## config.mk

```make
export PLATFORM = sky130hd
export DESIGN_NAME = instr_sequencer
export DESIGN_NICKNAME = d
export VERILOG_FILES = /design/src/rtl/isa_pkg.sv /design/src/rtl/instr_encode.sv /design/src/rtl/instr_sequencer.sv
export SDC_FILE = /design/constraint.sdc
export NUM_CORES = 1
export LEC_CHECK = 0
export CORE_ASPECT_RATIO = 1.1
export CORE_MARGIN = 5
export CORE_UTILIZATION = 50
export DETAILED_ROUTE_END_ITERATION = 10
export PLACE_DENSITY = 0.7
export REMOVE_ABC_BUFFERS = 1
export SLEW_MARGIN = 20
export SYNTH_ARGS = -nofsm -noshare
export SYNTH_HDL_FRONTEND = slang
export SYNTH_SLANG_ARGS = --single-unit
```

## constraint.sdc

```tcl
create_clock -name clk -period 3.6 [get_ports clk]
set_input_delay 0.72 -clock clk [delete_from_list [all_inputs] [get_ports clk]]
set_output_delay 0.72 -clock clk [all_outputs]
set_load 0.01 [all_outputs]
```

## src/rtl/isa_pkg.sv

```systemverilog
`default_nettype none
// ============================================================================
// Module      : isa_pkg
// Description : ALU op codes, instruction field positions and field struct.
// Revision    : 1.0 - initial release
// ============================================================================
package isa_pkg;

    localparam logic [2:0] OP_ADD = 3'b010;
    localparam logic [2:0] OP_SUB = 3'b110;

    localparam int INSTR_W = 32;
    localparam int OP_LSB  = 27;
    localparam int RS1_LSB = 21;
    localparam int RS2_LSB = 16;
    localparam int RD_LSB  = 11;

    typedef struct packed {
        logic [2:0] op;
        logic [4:0] rs1;
        logic [4:0] rs2;
        logic [4:0] rd;
    } instr_fields_t;

endpackage
`default_nettype wire

```

## src/rtl/instr_encode.sv

```systemverilog
`default_nettype none
// ============================================================================
// Module      : instr_encode
// Description : Packs instruction fields into a 32-bit word; flags legal ops.
// Revision    : 1.0 - initial release
// ============================================================================
module instr_encode
    import isa_pkg::*;
(
    input  instr_fields_t fields,
    output logic [31:0]   word,
    output logic          op_legal
);

    always_comb begin
        word                    = '0;
        word[31]                = 1'b1;
        word[OP_LSB  +: 3]      = fields.op;
        word[RS1_LSB +: 5]      = fields.rs1;
        word[RS2_LSB +: 5]      = fields.rs2;
        word[RD_LSB  +: 5]      = fields.rd;
        op_legal                = (fields.op == OP_ADD) || (fields.op == OP_SUB);
    end

endmodule
`default_nettype wire

```

## src/rtl/instr_sequencer.sv

```systemverilog
`default_nettype none
// ============================================================================
// Module      : instr_sequencer
// Description : Loads encoded ALU instructions into a buffer, then issues them
//               one per handshake to a downstream datapath on start.
// Revision    : 1.0 - initial release
// ============================================================================
module instr_sequencer
    import isa_pkg::*;
#(
    parameter int DEPTH = 8
) (
    input  logic                       clk,
    input  logic                       rst,
    input  logic                       ld_valid,
    output logic                       ld_ready,
    input  logic [2:0]                 ld_op,
    input  logic [4:0]                 ld_rs1,
    input  logic [4:0]                 ld_rs2,
    input  logic [4:0]                 ld_rd,
    input  logic                       start,
    input  logic                       clear,
    output logic                       inst_valid,
    input  logic                       inst_ready,
    output logic [31:0]                inst,
    output logic [$clog2(DEPTH):0]     count,
    output logic                       busy,
    output logic                       done,
    output logic                       err
);

    localparam int PW = $clog2(DEPTH);
    localparam int CW = PW + 1;

    typedef enum logic [1:0] {
        IDLE  = 2'd0,
        ISSUE = 2'd1,
        DONE  = 2'd2
    } state_t;

    state_t          state_q, state_d;
    logic [CW-1:0]   count_q, count_d;
    logic [PW-1:0]   ptr_q, ptr_d;
    logic            err_q, err_d;
    logic            inst_valid_q, inst_valid_d;
    logic [31:0]     inst_q, inst_d;
    logic            busy_q, busy_d;
    logic            done_q, done_d;
    logic [31:0]     prog_q [DEPTH];

    instr_fields_t   ld_fields;
    logic [31:0]     enc_word;
    logic            enc_legal;
    logic            prog_we;
    logic [PW-1:0]   ptr_next;
    logic            last_entry;

    assign ld_fields = '{op: ld_op, rs1: ld_rs1, rs2: ld_rs2, rd: ld_rd};

    instr_encode u_encode (
        .fields   (ld_fields),
        .word     (enc_word),
        .op_legal (enc_legal)
    );

    assign ld_ready   = (state_q == IDLE) && (count_q < CW'(DEPTH)) && !start && !clear;
    assign ptr_next   = ptr_q + PW'(1);
    assign last_entry = (CW'(ptr_q) == (count_q - CW'(1)));

    always_comb begin
        state_d      = state_q;
        count_d      = count_q;
        ptr_d        = ptr_q;
        err_d        = err_q;
        inst_valid_d = inst_valid_q;
        inst_d       = inst_q;
        busy_d       = busy_q;
        done_d       = 1'b0;
        prog_we      = 1'b0;
        case (state_q)
            IDLE: begin
                // start outranks clear and load; ld_ready already excludes both
                if (start) begin
                    if (count_q != '0) begin
                        state_d      = ISSUE;
                        ptr_d        = '0;
                        busy_d       = 1'b1;
                        inst_valid_d = 1'b1;
                        inst_d       = prog_q[0];
                    end else begin
                        done_d = 1'b1;
                    end
                end else if (clear) begin
                    count_d = '0;
                    err_d   = 1'b0;
                end else if (ld_valid && ld_ready) begin
                    if (enc_legal) begin
                        prog_we = 1'b1;
                        count_d = count_q + CW'(1);
                    end else begin
                        err_d = 1'b1;
                    end
                end
            end
            ISSUE: begin
                if (inst_ready) begin
                    if (last_entry) begin
                        state_d      = DONE;
                        inst_valid_d = 1'b0;
                        inst_d       = '0;
                        done_d       = 1'b1;
                    end else begin
                        ptr_d  = ptr_next;
                        inst_d = prog_q[ptr_next];
                    end
                end
            end
            DONE: begin
                state_d = IDLE;
                busy_d  = 1'b0;
            end
            default: begin
                state_d = IDLE;
            end
        endcase
    end

    always_ff @(posedge clk or negedge rst) begin
        if (!rst) begin
            state_q      <= IDLE;
            count_q      <= '0;
            ptr_q        <= '0;
            err_q        <= 1'b0;
            inst_valid_q <= 1'b0;
            inst_q       <= '0;
            busy_q       <= 1'b0;
            done_q       <= 1'b0;
        end else begin
            state_q      <= state_d;
            count_q      <= count_d;
            ptr_q        <= ptr_d;
            err_q        <= err_d;
            inst_valid_q <= inst_valid_d;
            inst_q       <= inst_d;
            busy_q       <= busy_d;
            done_q       <= done_d;
        end
    end

    // Program storage carries no reset; count_q alone decides what is reachable.
    always_ff @(posedge clk) begin
        if (prog_we) begin
            prog_q[count_q[PW-1:0]] <= enc_word;
        end
    end

    assign inst_valid = inst_valid_q;
    assign inst       = inst_q;
    assign count      = count_q;
    assign busy       = busy_q;
    assign done       = done_q;
    assign err        = err_q;

endmodule
`default_nettype wire
```

# Word-level counts from Yosys, hierarchy flattened
# Memories as Yosys holds them, arrays and structs flattened.
# Cells that the tools add are included.
[totals]
register_bits = 45
ramBits = 144
out_inout_bits = 41
word_cells = 84
n_memories = 1
[memory_table]
columns = ["memory", "words", "word_bits", "rd", "rd_ports_with_merged_regs", "write_ports", "line", "rtl"]
rows = [
  ["prog_q", 8, 18, 2, 0, 1, "instr_sequencer.sv:49", "logic [31:0] prog_q [DEPTH];"],
]
[op_classes]
add_sub_neg = 3
n_lt_le_gt_ge = 1
eq_ne = 11
n_mux = 39
n_bitwise = 1
n_reduce_logical = 20
[ops]
columns = ["operator", "count"]
rows = [
  ["two-way mux 32 bit", 4],
  ["case mux 32 bit (2 select lines)", 1],
  ["two-way mux 1 bit", 18],
  ["AND reduction 4 bit", 4],
  ["two-way mux 3 bit", 4],
  ["two-way mux 4 bit", 3],
  ["!= test 2 bit (second input constant)", 5],
  ["AND reduction 5 bit", 2],
  ["two-way mux 2 bit", 4],
  ["nonzero test 2 bit", 4],
  ["case mux 1 bit (2 select lines)", 3],
  ["case mux 3 bit (2 select lines)", 1],
  ["adder 4 x 1 -> 4 bit (second input constant)", 1],
  ["== test 3 x 4 -> 1 bit", 1],
  ["logical AND 1 bit", 4],
  ["less-than comparator 4 bit (second input constant)", 1],
  ["case mux 2 bit (2 select lines)", 1],
  ["nonzero test 4 bit", 1],
  ["subtractor 4 x 1 -> 4 bit (second input constant)", 1],
  ["adder 3 x 1 -> 3 bit (second input constant)", 1],
  ["== test 3 x 2 -> 1 bit (second input constant)", 1],
  ["== test 3 bit (second input constant)", 1],
  ["AND reduction 3 bit", 1],
  ["== test 2 x 1 -> 1 bit (second input constant)", 1],
  ["6 further kinds", 7],
]

# Longest topological paths before layout
# Gate-level depths: netlist of the first run.
[logic_depth]
word_depth = 11
mapped_depth = 7

# Hierarchy
# A second synthesis of the first run with hierarchy kept.
[unflattened]
hier_cells = 637
area_unflattened_um2 = 12092.8
[by_module_without_submodules]
columns = ["mod", "n_inst", "cells_per_inst", "area_each_um2", "seq_area_each_um2"]
rows = [
  ["instr_sequencer", 1, 602, 11831.3, 8813.5],
  ["instr_encode", 1, 35, 261.5, 0.0],
]

# Least setup slack after synthesis of the first run
# OpenSTA, ideal clock, no wires.
[synth_path]
path_type = "input to register"
startpoint = "input start"
endpoint = "memory prog_q[0][0] in the netlist's numbering, enable pin"
setup_time_ps = 416
arrival_ps = 2763
required_time_ps = 3184
setup_slack_ps = 422
cell_stages = 5
n_path_buf = 1
path_cell_list = "clkbuf_1 -> or3_1 -> nor2_1 -> nand3_1 -> nor3_1"
[synth_between]
elab_chain_cells = 10
[synth_lines]
columns = ["element", "line", "rtl"]
rows = [
  ["start: declaration", "instr_sequencer.sv:21", "input logic start,"],
  ["zero test 1 bit", "instr_sequencer.sv:66", "assign ld_ready = (state_q == IDLE) && (count_q < CW'(DEPTH)) && !start && !clear;"],
  ["logical AND 1 bit (2 in series)", "instr_sequencer.sv:66", ""],
  ["logical AND 1 bit", "instr_sequencer.sv:96", "end else if (ld_valid && ld_ready) begin"],
  ["two-way mux 1 bit", "instr_sequencer.sv:96", ""],
  ["two-way mux 1 bit", "instr_sequencer.sv:93", "end else if (clear) begin"],
  ["two-way mux 1 bit *", "instr_sequencer.sv:83", "if (start) begin"],
  ["two-way mux 1 bit *", "instr_sequencer.sv:80", "case (state_q)"],
  ["two-way mux 1 bit *", "instr_sequencer.sv:152", "if (prog_we) begin"],
  ["two-way mux 1 bit (implied by the code) *", "instr_sequencer.sv:153", "prog_q[count_q[PW-1:0]] <= enc_word;"],
  ["end: declaration", "instr_sequencer.sv:49", ""],
]
# Mark *: on every way between the ends. The rest lies on a longest branch, timed or not.

# Worst setup path after layout of the first run
[layout_path]
startpoint = "input start"
endpoint = "output ld_ready"
[layout_between]
elab_chain_cells = 3
[layout_lines]
columns = ["element", "line", "rtl"]
rows = [
  ["zero test 1 bit", "instr_sequencer.sv:66", ""],
  ["logical AND 1 bit (2 in series)", "instr_sequencer.sv:66", ""],
  ["end: declaration", "instr_sequencer.sv:16", "output logic ld_ready,"],
]
# No other way between the ends.

==> out/results.txt, run 1 <==
commonest non-fill, non-tap cell in the layout: edfxtp_1
Post-synth ARST share: 18.2%
Top Ports: 65
Cell Rows: 48
Seq/Total Area, Yosys: 65.2%
Sequential cell area: 5120 um^2
Logic pwr share: 40.7%
Initial Utilization: 50.6%
RSZ-0062 raised after global routing: no
first-pass detailed-route iteration total: 5
Final Hold Vio Count: 0
Final Non-Filler Cells: 839
Flop pwr share: 33.8%
DP HPWL: 10700 um
Leakage: 0.00336 uW
Layout Skew: 0.00643 ns
total of warnings raised by yosys: 0
largest net degree at the start of global routing: 40
Longest Clk Path Bufs: 2
core area: 15600 um^2
DR vias: 4996
area occupied by multi-input gates: 2500 um^2
Fillers: 1207
Clock Latency Late Sink: 0.43 ns
Post-synth EDFFs: 144
CTS tree: done
worst-path fanout max: 4
placed insts: 807
H-tree levels: 4
ys flop type: edfxtp_1
max_cap viols: 0
hold_buf cts: 0
Post-Synthesis Cells: 576
critical path class: primary input to output pin
Area Overhead vs Synth: 17.2%
setup bufs post-CTS: 0
share of layout cells above drive strength 1: 14.2%
Pwr Density: 818 nW/um^2
wire length per cell: 21.4 um
DRC: 0
vias in the first global route: 5362
Vias per Instance: 5.95
Post-Syn Area: 7870 um^2
initial antenna violation count: 0
clock slew seen by the registers of the worst setup and hold paths: 0.07 ns
port bufs: 51
n_diodes: 0
Max Slew Vio Count: 0
Syn Area/Cell: 13.7 um^2
Internal: 4840 uW
synthesis-stage register bit count: 176
clock sinks: 176
Net Sw Frac: 35.8%
antenna-violating nets left: 0
clock period minus worst slack: 3.05 ns
most frequent cells in the layout: 144 x edfxtp_1, 74 x nand3_1, 73 x mux2i_1, 50 x clkdlybuf4s50_1, 36 x nand4_1
Fmax: 328 MHz
Fin Hold WS: 0.388 ns
Die Y: 142 um
# resized after CTS: 0
DRT Wirelength: 17900 um
gpl congestion: 0.857
Netlist cell types: 47
result of the run: complete, no violations
Switch Pwr: 2700 uW
nets@finish: 654
Worst EP required: 2.88 ns
Iteration-0 DRC Markers: 526
Startpoint Class: primary input
die width: 130 um
first-pass GRT wire length: 28400 um
CTS Root Cell: clkbuf_16
worst hold path class: primary input to asynchronous set/reset pin
Final Cycle Share: 84.6%
Die ar.: 18300 um^2
Worst Max-Slew Pin Slew: 0.922 ns
relative slew slack: 38.4%
arrival time worst endpoint: 2.33 ns
Worst IR Drop VDD: 0.000628 V
Clock power frac: 25.5%
Crit. End Element: output pin
grt ovf: 0
total CTS buffers: 17
Total Routing Usage GR: 20.5%
final setup violation count: 0
-- critical path: stages --
cell             delay (ns)
clkdlybuf4s50_1        0.47
or3_1                  0.39
nor3_1                 0.17
clkdlybuf4s50_1        0.57
-- per-layer routing --
layer / wire (um) / vias up / part of all wire (%) / GRT usage, %
met5: 0 / - / 0 / 0
met2: 9180 / 201 / 51 / 35.1
li1: - / 2287 / - / -
met4: 505 / 0 / 2.8 / 8.64
met3: 1160 / 40 / 6.5 / 5.23
met1: 7080 / 2468 / 40 / 24.6
-- Yosys cell counts, types with 6 or more instances --
| cell | instances | area (um^2) |
|---|---|---|
| a21o_1 | 18 | 135 |
| inv_1 | 11 | 41.3 |
| mux2i_1 | 73 | 731 |
| edfxtp_1 | 144 | 4320 |
| o21ai_0 | 24 | 120 |
| a21oi_1 | 6 | 30.0 |
| dfrtp_1 | 32 | 801 |
| clkbuf_1 | 23 | 86.3 |
| nand2_1 | 29 | 109 |
| nor2_1 | 14 | 52.6 |
| buf_4 | 13 | 97.6 |
| o211ai_2 | 18 | 225 |
| nand3_1 | 74 | 370 |
| nand4_1 | 36 | 225 |
| buf_2 | 14 | 70.1 |
-- path summary, 6_finish.rpt --
kind | cells after the start | slack (ns) | to | from
worst max-delay path | 4 | 0.55 | ld_ready | start
worst min-delay path | 1 | 0.39 | inst[15] | rst
max in group asynchronous | 1 | 2.68 | inst[13] | rst
min in group clk | 2 | 0.52 | inst[27] | inst[27]
worst min register to register | 2 | 0.52 | inst[27] | inst[27]
worst max register to register | 6 | 1.04 | ptr_q[2] | count[1]
-- metrics by stage --
step	utilization, %	TNS [ns]	setup WS [ns]	power, uW	cell area (um^2)
CTS	59.3	0	0.542	7590	9220
detailed placement	55.3	0	0.544	5670	8600
finish	59.3	0	0.554	7550	9220
global route	59.3	0	0.524	7940	9220
global placement	55.3	0	0.556	5600	8600
floorplan	-	-7.01	-0.390	4660	7630
-- cell families (layout without fill, tap and decap cells) --
kind of cell	after synthesis	count (layout)	synth area share [%]
and+or+nand+nor	171	171	11.6
buffers and inverters	65	116	4.14
adders and majority gates	4	4	0.636
other	1	13	0.0477
xor gates and xnor gates	6	6	0.954
DFF	176	176	65.2
AOI/OAI and AO/OA	80	80	8.19
muxes	73	73	9.29
-- flip-flops by register name, summed over array words and instances, names as in the netlist, 2 cells and up --
name,count
ptr_q,3
state_q,2
prog_q,144
inst,19
count,4
-- power groups by stage --
stage,Sequential [uW],Combinational [uW],Clock [uW]
global route,2570,3330,2030
global placement,2590,3020,0
detailed placement,2590,3080,0
CTS,2550,3100,1940
floorplan,2650,2000,0
finish,2550,3070,1920
-- area by class of cell --
cell class	instances	share of cell area [%]
Inverter	11	0.448
Multi-Input combinational cell	347	27.2
Timing Repair Buffer	73	7.41
Clock buffer	18	4.65
Sequential cell	176	55.6
Clock inverter	14	2.05
Tap cell	200	2.71
(Power assumes the default switching activity.)
==> run 2: changes to the inputs <==
==> constraint.sdc (replaced) <==
create_clock -name clk -period 3.2 [get_ports clk]
set_input_delay 0.64 -clock clk [delete_from_list [all_inputs] [get_ports clk]]
set_output_delay 0.64 -clock clk [all_outputs]
set_load 0.01 [all_outputs]
==> run 2 against run 1 <==
Compared with the run above:
- combinational power increased by 13%
- largest cell class unchanged
- setup slack got worse by 0.22 ns
- sequential share of layout area decreased by 0.075 points
- final area increased by 0.14%
==> out/results.txt, run 2 (synthesized netlist as in run 1, its figures left out) <==
result of the run: complete, no violations
critical path class: primary input to output pin
DR vias: 5053 (+1.1%)
antenna-violating nets left: 0 (unchanged)
Max Slew Vio Count: 0 (unchanged)
placed insts: 810 (+0.37%)
most frequent cells in the layout: 144 x edfxtp_1, 74 x nand3_1, 73 x mux2i_1, 50 x clkdlybuf4s50_1, 36 x nand4_1
n_diodes: 0 (unchanged)
CTS tree: done
arrival time worst endpoint: 2.23 ns (-0.10 ns)
Net Sw Frac: 35.2% (-0.63 points)
Top Ports: 65 (unchanged)
Final Non-Filler Cells: 842 (+0.36%)
H-tree levels: 4 (unchanged)
Fillers: 1193 (-1.2%)
Longest Clk Path Bufs: 2 (unchanged)
CTS Root Cell: clkbuf_16
Vias per Instance: 6.00 (+0.78%)
crit-path max cell delay: 0.56 ns (about the same)
Cell Rows: 48 (unchanged)
Worst EP required: 2.56 ns (-0.32 ns)
DP HPWL: 10900 um (+1.0%)
DP Worst Slack: 0.314 ns (-0.230 ns)
critical path depth: 4 (unchanged)
Layout Skew: 0.00808 ns (+0.00165 ns)
wire length per cell: 21.5 um (+0.53%)
DRC: 0 (unchanged)
worst hold path class: primary input to asynchronous set/reset pin
first-pass detailed-route iteration total: 4 (-1)
Worst IR Drop VDD: 0.000446 V (-29%)
max reg flops: 144 (unchanged)
share of layout cells above drive strength 1: 13.9% (-0.38 points)
initial antenna violation count: 0 (unchanged)
vias in the first global route: 5118 (-4.6%)
PnR worst setup slack: 0.333 ns (-0.221 ns)
Total Routing Usage GR: 20.8% (+0.24 points)
Iteration-0 DRC Markers: 479 (-8.9%)
gpl congestion: 0.868 (+1.3%)
Worst Max-Slew Pin Slew: 0.906 ns (-0.0160 ns)
port bufs: 51 (unchanged)
final instance area: 9230 um^2 (+0.14%)
largest net degree at the start of global routing: 39 (-2.5%)
commonest non-fill, non-tap cell in the layout: edfxtp_1
Crit. End Element: output pin
Logic pwr share: 41.0% (+0.3 points)
Initial Utilization: 50.6% (unchanged)
Area Overhead vs Synth: 17.4%
setup bufs post-CTS: 0 (unchanged)
Sequential cell area: 5120 um^2 (unchanged)
CP cell instances: clkdlybuf4s50_1 > or3_1 > nor3_1 > clkdlybuf4s50_1
nets@finish: 657 (+0.46%)
clock period minus worst slack: 2.87 ns
Die Y: 142 um (unchanged)
Clock power frac: 25.2% (-0.3 points)
max_cap viols: 0 (unchanged)
final setup violation count: 0 (unchanged)
# resized after CTS: 0 (unchanged)
Pwr Density: 917 nW/um^2 (+12%)
core area: 15600 um^2 (unchanged)
clock sinks: 176 (unchanged)
RSZ-0062 raised after global routing: no
Clock Latency Late Sink: 0.43 ns (about the same)
Leakage: 0.00337 uW (+0.15%)
Flop pwr share: 33.9% (about the same)
R2R depth: 7 (+1)
relative slew slack: 39.5% (+1.1 points)
die width: 130 um (unchanged)
hold_buf cts: 0 (unchanged)
Startpoint Class: primary input
total CTS buffers: 17 (unchanged)
Die ar.: 18300 um^2 (unchanged)
Switch Pwr: 2980 uW (+10%)
clock slew seen by the registers of the worst setup and hold paths: 0.06 ns (about the same)
Crit-path slowest cell: clkdlybuf4s50_1
DP Area: 8630 um^2 (+0.26%)
Final Cycle Share: 89.6%
Fmax: 349 MHz
Internal: 5490 uW (+13%)
area occupied by multi-input gates: 2500 um^2 (unchanged)
first-pass GRT wire length: 28500 um (+0.63%)
CP delay by family, top: buffers and inverters
DRT Wirelength: 18100 um (+0.89%)
grt ovf: 0 (unchanged)
Buf/Inv on CP: 2 (unchanged)
Final Hold Vio Count: 0 (unchanged)
worst-path fanout max: 4 (unchanged)
setup_tns: 0 ns (unchanged)
most used cell along the critical path: clkdlybuf4s50_1
Pwr Total: 8470 uW (+12%)
## run 2: cell type report
cell class | instances | share of cell area [%]
sequential | 176 | 55.5
tap | 200 | 2.71
inverter | 11 | 0.447
timing repair buffer | 76 | 7.64
clock inverter | 7 | 1.44
multi-input combinational | 347 | 27.1
clock buffer | 25 | 5.15
## run 2: power by group through the flow
stage                     clock (uW)  combinational, uW  sequential [uW]
after CTS                       2160               3500             2870
after detailed placement           0               3480             2910
final                           2130               3470             2870
after global placement             0               3420             2900
after global routing            2260               3780             2890
after floorplan                    0               2140             2990
## run 2: per-stage QoR
step	util (%)	hold WS, ns
3_5_place_dp	55.5	0.507
5_1_grt	59.4	0.372
3_3_place_gp	55.5	0.501
2_1_floorplan	-	0.344
4_1_cts	59.4	0.334
6_report	59.4	0.321
## run 2: path summary, 6_finish.rpt
check	start	to	slack, ns
setup reg to reg	count[1]	inst[19]	0.72
hold reg to reg	inst[25]	inst[25]	0.52
min in group clk	inst[25]	inst[25]	0.52
hold / removal	rst	inst[27]	0.32
setup / recovery	start	ld_ready	0.33
max in group asynchronous	rst	inst[22]	2.34
## run 2: layer usage
layer  track usage (%)  routed length (um)  vias up
met5                 0                   0        -
met4              8.64                 398        0
met3              3.61                 964       30
met2              34.9                9180      158
met1              26.6                7540     2580
li1                  -                   -     2285
